$ cat config.mk
export PLATFORM = sky130hd
export DESIGN_NAME = instr_seq_ctrl
export DESIGN_NICKNAME = d
export VERILOG_FILES = /design/src/rtl/riscp_pkg.sv /design/src/rtl/mem_wait_timer.sv /design/src/rtl/instr_seq_ctrl.sv
export SDC_FILE = /design/constraint.sdc
export NUM_CORES = 1
export LEC_CHECK = 0
export ABC_AREA = 1
export CORE_AREA = 2 2 56 52
export CTS_CLUSTER_SIZE = 8
export DETAILED_ROUTE_END_ITERATION = 10
export DIE_AREA = 0 0 58 54
export HOLD_SLACK_MARGIN = 0.03
export PLACE_DENSITY = 0.76
export SLEW_MARGIN = 20
export SYNTH_ARGS = -nofsm -noshare
export SYNTH_HDL_FRONTEND = slang
export SYNTH_HIERARCHICAL = 1
export SYNTH_SLANG_ARGS = --single-unit
$ cat constraint.sdc
create_clock -name pclk -period 1.6 [get_ports pclk]
set_input_delay 0.4 -clock pclk [delete_from_list [all_inputs] [get_ports pclk]]
set_output_delay 0.4 -clock pclk [all_outputs]
set_load 0.005 [all_outputs]
$ cat src/rtl/riscp_pkg.sv
// Shared sequencer types: state encoding, opcode constants and opcode-class helpers.
// Latency: none (types and pure functions only).
// Backpressure: not applicable.
package riscp_pkg;

    // Sequencer states, 3-bit encoding
    typedef enum logic [2:0] {
        S_IDLE   = 3'd0,
        S_FETCH  = 3'd1,
        S_DECODE = 3'd2,
        S_EXEC   = 3'd3,
        S_MEM    = 3'd4,
        S_WB     = 3'd5,
        S_HALT   = 3'd6
    } state_t;

    // Opcode values (4-bit field of IR); 0x0-0x7 are ALU operations
    localparam logic [3:0] OP_LD   = 4'h8;
    localparam logic [3:0] OP_ST   = 4'h9;
    localparam logic [3:0] OP_JMP  = 4'hA;
    localparam logic [3:0] OP_BZ   = 4'hB;
    localparam logic [3:0] OP_RSV0 = 4'hC;
    localparam logic [3:0] OP_RSV1 = 4'hD;
    localparam logic [3:0] OP_NOP  = 4'hE;
    localparam logic [3:0] OP_HLT  = 4'hF;

    // ALU group: register-to-register operations that write back a result
    function automatic logic is_alu_op(input logic [3:0] op);
        return (op <= 4'h7);
    endfunction

    // Loads and stores need a data-memory phase
    function automatic logic is_mem_op(input logic [3:0] op);
        return (op == OP_LD) || (op == OP_ST);
    endfunction

    // NOP and the reserved codes skip execution entirely
    function automatic logic is_nop_op(input logic [3:0] op);
        return (op == OP_NOP) || (op == OP_RSV0) || (op == OP_RSV1);
    endfunction

endpackage

$ cat src/rtl/mem_wait_timer.sv
// Counts consecutive cycles a memory request waits without mem_ack; flags expiry.
// Latency: expired is combinational in the TIMEOUT-th unacknowledged wait cycle.
// Backpressure: none; the counter clears whenever the sequencer is not waiting or ack arrives.
module mem_wait_timer
    import riscp_pkg::*;
#(
    parameter int TIMEOUT = 15
) (
    input  logic pclk,
    input  logic rst,
    input  logic active,
    input  logic ack,
    output logic expired
);

    localparam int W = $clog2(TIMEOUT + 1);
    localparam logic [W-1:0] LAST = W'(TIMEOUT - 1);

    logic [W-1:0] cnt;

    // Count wait cycles; leaving the wait state clears, so every FETCH/MEM entry starts at 0
    always_ff @(posedge pclk) begin
        if (rst || !active || ack) begin
            cnt <= '0;
        end else begin
            cnt <= cnt + W'(1);
        end
    end

    assign expired = active && !ack && (cnt == LAST);

endmodule

$ cat src/rtl/instr_seq_ctrl.sv
// Multi-cycle instruction sequencer: FETCH/DECODE/EXEC/MEM/WB control strobes and retire counter.
// Latency: ALU/JMP/BZ 4 cycles, LD/ST 5, NOP 3 with zero-wait memory; controls decode from the state register.
// Backpressure: FETCH and MEM hold mem_req until mem_ack; MEM_TIMEOUT_EN bounds the wait and halts with fault.
module instr_seq_ctrl
    import riscp_pkg::*;
#(
    parameter int OPC_W = 4,
    parameter int CNT_W = 16
`ifdef MEM_TIMEOUT_EN
    ,
    parameter int TIMEOUT = 15
`endif
) (
    input  logic             pclk,
    input  logic             rst,
    input  logic             run,
    input  logic [OPC_W-1:0] opcode,
    input  logic             zero,
    input  logic             mem_ack,
    output logic             mem_req,
    output logic             mem_we,
    output logic             ld_ir,
    output logic             inc_pc,
    output logic             ld_pc,
    output logic             alu_en,
    output logic             reg_we,
    output logic             halted,
    output logic             fault,
    output logic [CNT_W-1:0] retired
);

    state_t     state;
    logic [3:0] op;
    logic       tmo;

    assign op = 4'(opcode);

`ifdef MEM_TIMEOUT_EN
    logic waiting;
    logic fault_q;

    assign waiting = (state == S_FETCH) || (state == S_MEM);

    mem_wait_timer #(
        .TIMEOUT (TIMEOUT)
    ) u_mem_wait_timer (
        .pclk    (pclk),
        .rst     (rst),
        .active  (waiting),
        .ack     (mem_ack),
        .expired (tmo)
    );

    // Fault latches on the first expiry and holds until reset
    always_ff @(posedge pclk) begin
        if (rst) begin
            fault_q <= 1'b0;
        end else if (tmo) begin
            fault_q <= 1'b1;
        end
    end

    assign fault = fault_q;
`else
    assign tmo   = 1'b0;
    assign fault = 1'b0;
`endif

    // State sequencing and retire counting; HALT is only left through reset
    always_ff @(posedge pclk) begin
        if (rst) begin
            state   <= S_IDLE;
            retired <= '0;
        end else begin
            case (state)
                S_IDLE: begin
                    if (run) state <= S_FETCH;
                end
                S_FETCH: begin
                    if (mem_ack)  state <= S_DECODE;
                    else if (tmo) state <= S_HALT;
                end
                S_DECODE: begin
                    if (op == OP_HLT)      state <= S_HALT;
                    else if (is_nop_op(op)) state <= S_WB;
                    else                    state <= S_EXEC;
                end
                S_EXEC: begin
                    if (is_mem_op(op)) state <= S_MEM;
                    else               state <= S_WB;
                end
                S_MEM: begin
                    if (mem_ack)  state <= S_WB;
                    else if (tmo) state <= S_HALT;
                end
                S_WB: begin
                    retired <= retired + CNT_W'(1);
                    state   <= S_FETCH;
                end
                S_HALT: begin
                    state <= S_HALT;
                end
                default: begin
                    state <= S_IDLE;
                end
            endcase
        end
    end

    // Control strobes decoded from the registered state (opcode/zero/ack qualify some)
    always_comb begin
        mem_req = 1'b0;
        mem_we  = 1'b0;
        ld_ir   = 1'b0;
        inc_pc  = 1'b0;
        ld_pc   = 1'b0;
        alu_en  = 1'b0;
        reg_we  = 1'b0;
        halted  = 1'b0;
        case (state)
            S_FETCH: begin
                mem_req = 1'b1;
                ld_ir   = mem_ack;
            end
            S_DECODE: begin
                inc_pc = 1'b1;
            end
            S_EXEC: begin
                alu_en = is_alu_op(op) || is_mem_op(op);
                ld_pc  = (op == OP_JMP) || ((op == OP_BZ) && zero);
            end
            S_MEM: begin
                mem_req = 1'b1;
                mem_we  = (op == OP_ST);
            end
            S_WB: begin
                reg_we = is_alu_op(op) || (op == OP_LD);
            end
            S_HALT: begin
                halted = 1'b1;
            end
            default: begin
            end
        endcase
    end

endmodule
==> out/qor.txt <==
status -> finished, violations left
failing checks -> negative setup slack
most area-hungry cell type in the Yosys netlist -> dfxtp_1
Finished Layout Cells -> 279
CTS Buf Count -> 3
WL per Instance -> 12.8 um
vias in the first global route -> 1307
Slew Limit Fails -> 0
final setup violation count -> 4
Core Util, Final -> 73.6%
Final Hold Viols -> 0
Tot Pwr -> 0.00134 W
Core Rows -> 18
flops & latches, synth -> 19
P_leak -> 0.945 nW
dominant cells by area after synthesis -> dfxtp_1, nand2_1, nor2_1
peak supply drop -> 0.662 mV
# port buffers -> 32
crit-path max FO -> 3
FMAX -> 605 MHz
share of Yosys cell area claimed by the top area cell type -> 33.7%
Pwr Density -> 695 nW/um^2
Cell variety after synth -> 28
share of cells above drive strength 1 -> 39.4%
H-tree levels -> 1
placed cell area -> 1610 sq um
Die ar. -> 3130 sq um
Cells after DPL -> 253
Max-cap violations -> 0
CTS tree -> built
antenna-violating nets left -> 0
Final Critical Period -> 1650 ps
Core Region -> 2610 sq um
cell area after synthesis -> 1130 sq um
DR pass1 iterations -> 4
Tightest Hold Check Type -> flop to flop
Reg clk slew, reported paths -> 120 ps
DR vias -> 1404
EDFF count, synth -> 0
hold path depth -> 2
Avg Cell Area, Syn -> 6.38 sq um
initial drt markers -> 50
most numerous cell in the Yosys netlist -> nand2_1
Worst-Skew Late Latency -> 310 ps
yosys warns -> 6
R2R cell count -> 9
root buffer cell -> clkbuf_4
unrepaired setup endpoints after global routing -> yes
area grow syn2layout -> 70.4%
Syn Inst Count -> 177
total wire length -> 3560 um
first-pass GRT wire length -> 5530 um
critical path arrival -> 1250 ps
clk_skew -> 14.7 ps
DRC -> 0
Hold-fix buffers, CTS -> 0
Synth Flop Type -> dfxtp_1
Synth Net Count -> 187
chip width -> 58 um
GRT Util Overall -> 23.3%
setup ws final -> -52.5 ps
initial antenna violation count -> 0
die span in y -> 54 um
Required @ worst endpoint -> 1200 ps
crit path capture type -> output port
Final period util -> 103%
Post-synth ARST share -> 0%
Final #Nets -> 260
Synth top cells by count -> nand2_1, nor2_1, inv_1
post-detail-place hpwl -> 2350 um
global route overflow -> 0
Placer Congestion -> 0.836
Diodes inserted -> 0
Vias/cell -> 5.03
largest net degree at the start of global routing -> 12
clock sink count -> 19
critical path class -> flop to output port
hold slack -> 493 ps
boundary pin count -> 34
element type at the critical path start -> flop
Seq/Total Area, Yosys -> 33.7%
post-route cell area -> 1920 sq um
Starting Density -> 43.2%
Max Root-Sink Buffers -> 2
==> metal layers <==
layer | GRT usage [%] | up-vias | share of wire, %
met2 | 44.9 | 37 | 53
met4 | 9.30 | 0 | 2.3
met3 | 5.53 | 9 | 4.0
met5 | 0 | - | 0
li1 | - | 700 | -
met1 | 24.6 | 658 | 41
==> path summary, 6_finish.rpt <==
check                                             start                      end  slack (ps)
worst max-delay path              state[0]$_SDFFE_PP0P_                   mem_we         -50
worst min-delay path            retired[1]$_SDFFE_PP0P_  retired[1]$_SDFFE_PP0P_         490
worst max register to register    state[2]$_SDFFE_PP0P_    state[2]$_SDFFE_PP0P_          60
worst min register to register  retired[1]$_SDFFE_PP0P_  retired[1]$_SDFFE_PP0P_         490
==> state kept, by name, summed over array words and instances, names as in the netlist <==
signal   cells
retired     16
state        3
==> where the power goes <==
group / switching [W] / total [W] / internal (W)
combinational: 0.000261 / 0.000558 / 0.000297
sequential: 0.0000344 / 0.000530 / 0.000495
clock: 0.000155 / 0.000248 / 0.0000935
==> layout make-up <==
type                       instances  area (sq um)
timing repair buffer              71           613
clock buffer                       3          22.5
tap                               30          37.5
sequential                        19           423
fill                             184           689
inverter                          28           115
multi-input combinational        127           707
clock inverter                     1          5.00
==> worst max-delay path: stages, from the launching register on <==
cell	delay, ps
dfxtp_4	370
buf_6	130
nor2_4	110
nand2_4	80
nor3_2	110
buf_2	140
==> metrics by stage <==
stage,setup WS [ps],TNS (ps)
2_1_floorplan,322,0
3_3_place_gp,-615,-2800
3_5_place_dp,-716,-3210
4_1_cts,-47.3,-129
5_1_grt,-98.1,-485
6_report,-52.5,-158
==> kinds of logic after synthesis <==
kind of cell / Yosys count / share of synthesized area (%)
compound gates: 16 / 8.76
xor+xnor: 5 / 3.88
fa+ha+maj: 1 / 1.11
buf+inv: 31 / 10.8
flops: 19 / 33.7
other cells: 1 / 0.332
simple gates: 104 / 41.5
==> placed cells by master (no fill, tap or decap), drive strengths merged, types with 3 or more instances in the layout <==
cell type | synthesis | routed
nor2 | 34 | 34
clkdlybuf4s50 | 0 | 15
a21oi | 6 | 6
nand4 | 6 | 6
buf | 2 | 47
o21ai | 3 | 3
nand3 | 13 | 13
dfxtp | 19 | 19
clkbuf | 1 | 3
inv | 28 | 28
o21bai | 3 | 3
xor2 | 5 | 5
dlymetal6s2s | 0 | 5
nand2 | 46 | 46
==> repair_timing <==
| item | 4_1_cts | 5_1_grt |
|---|---|---|
| setup buffers | 16 | 8 |
| resized for setup | 86 | 20 |
| setup endpoints to repair | 20 | 20 |
| pin swaps | 13 | 5 |
No activity file was read; power rests on OpenSTA's default activity.
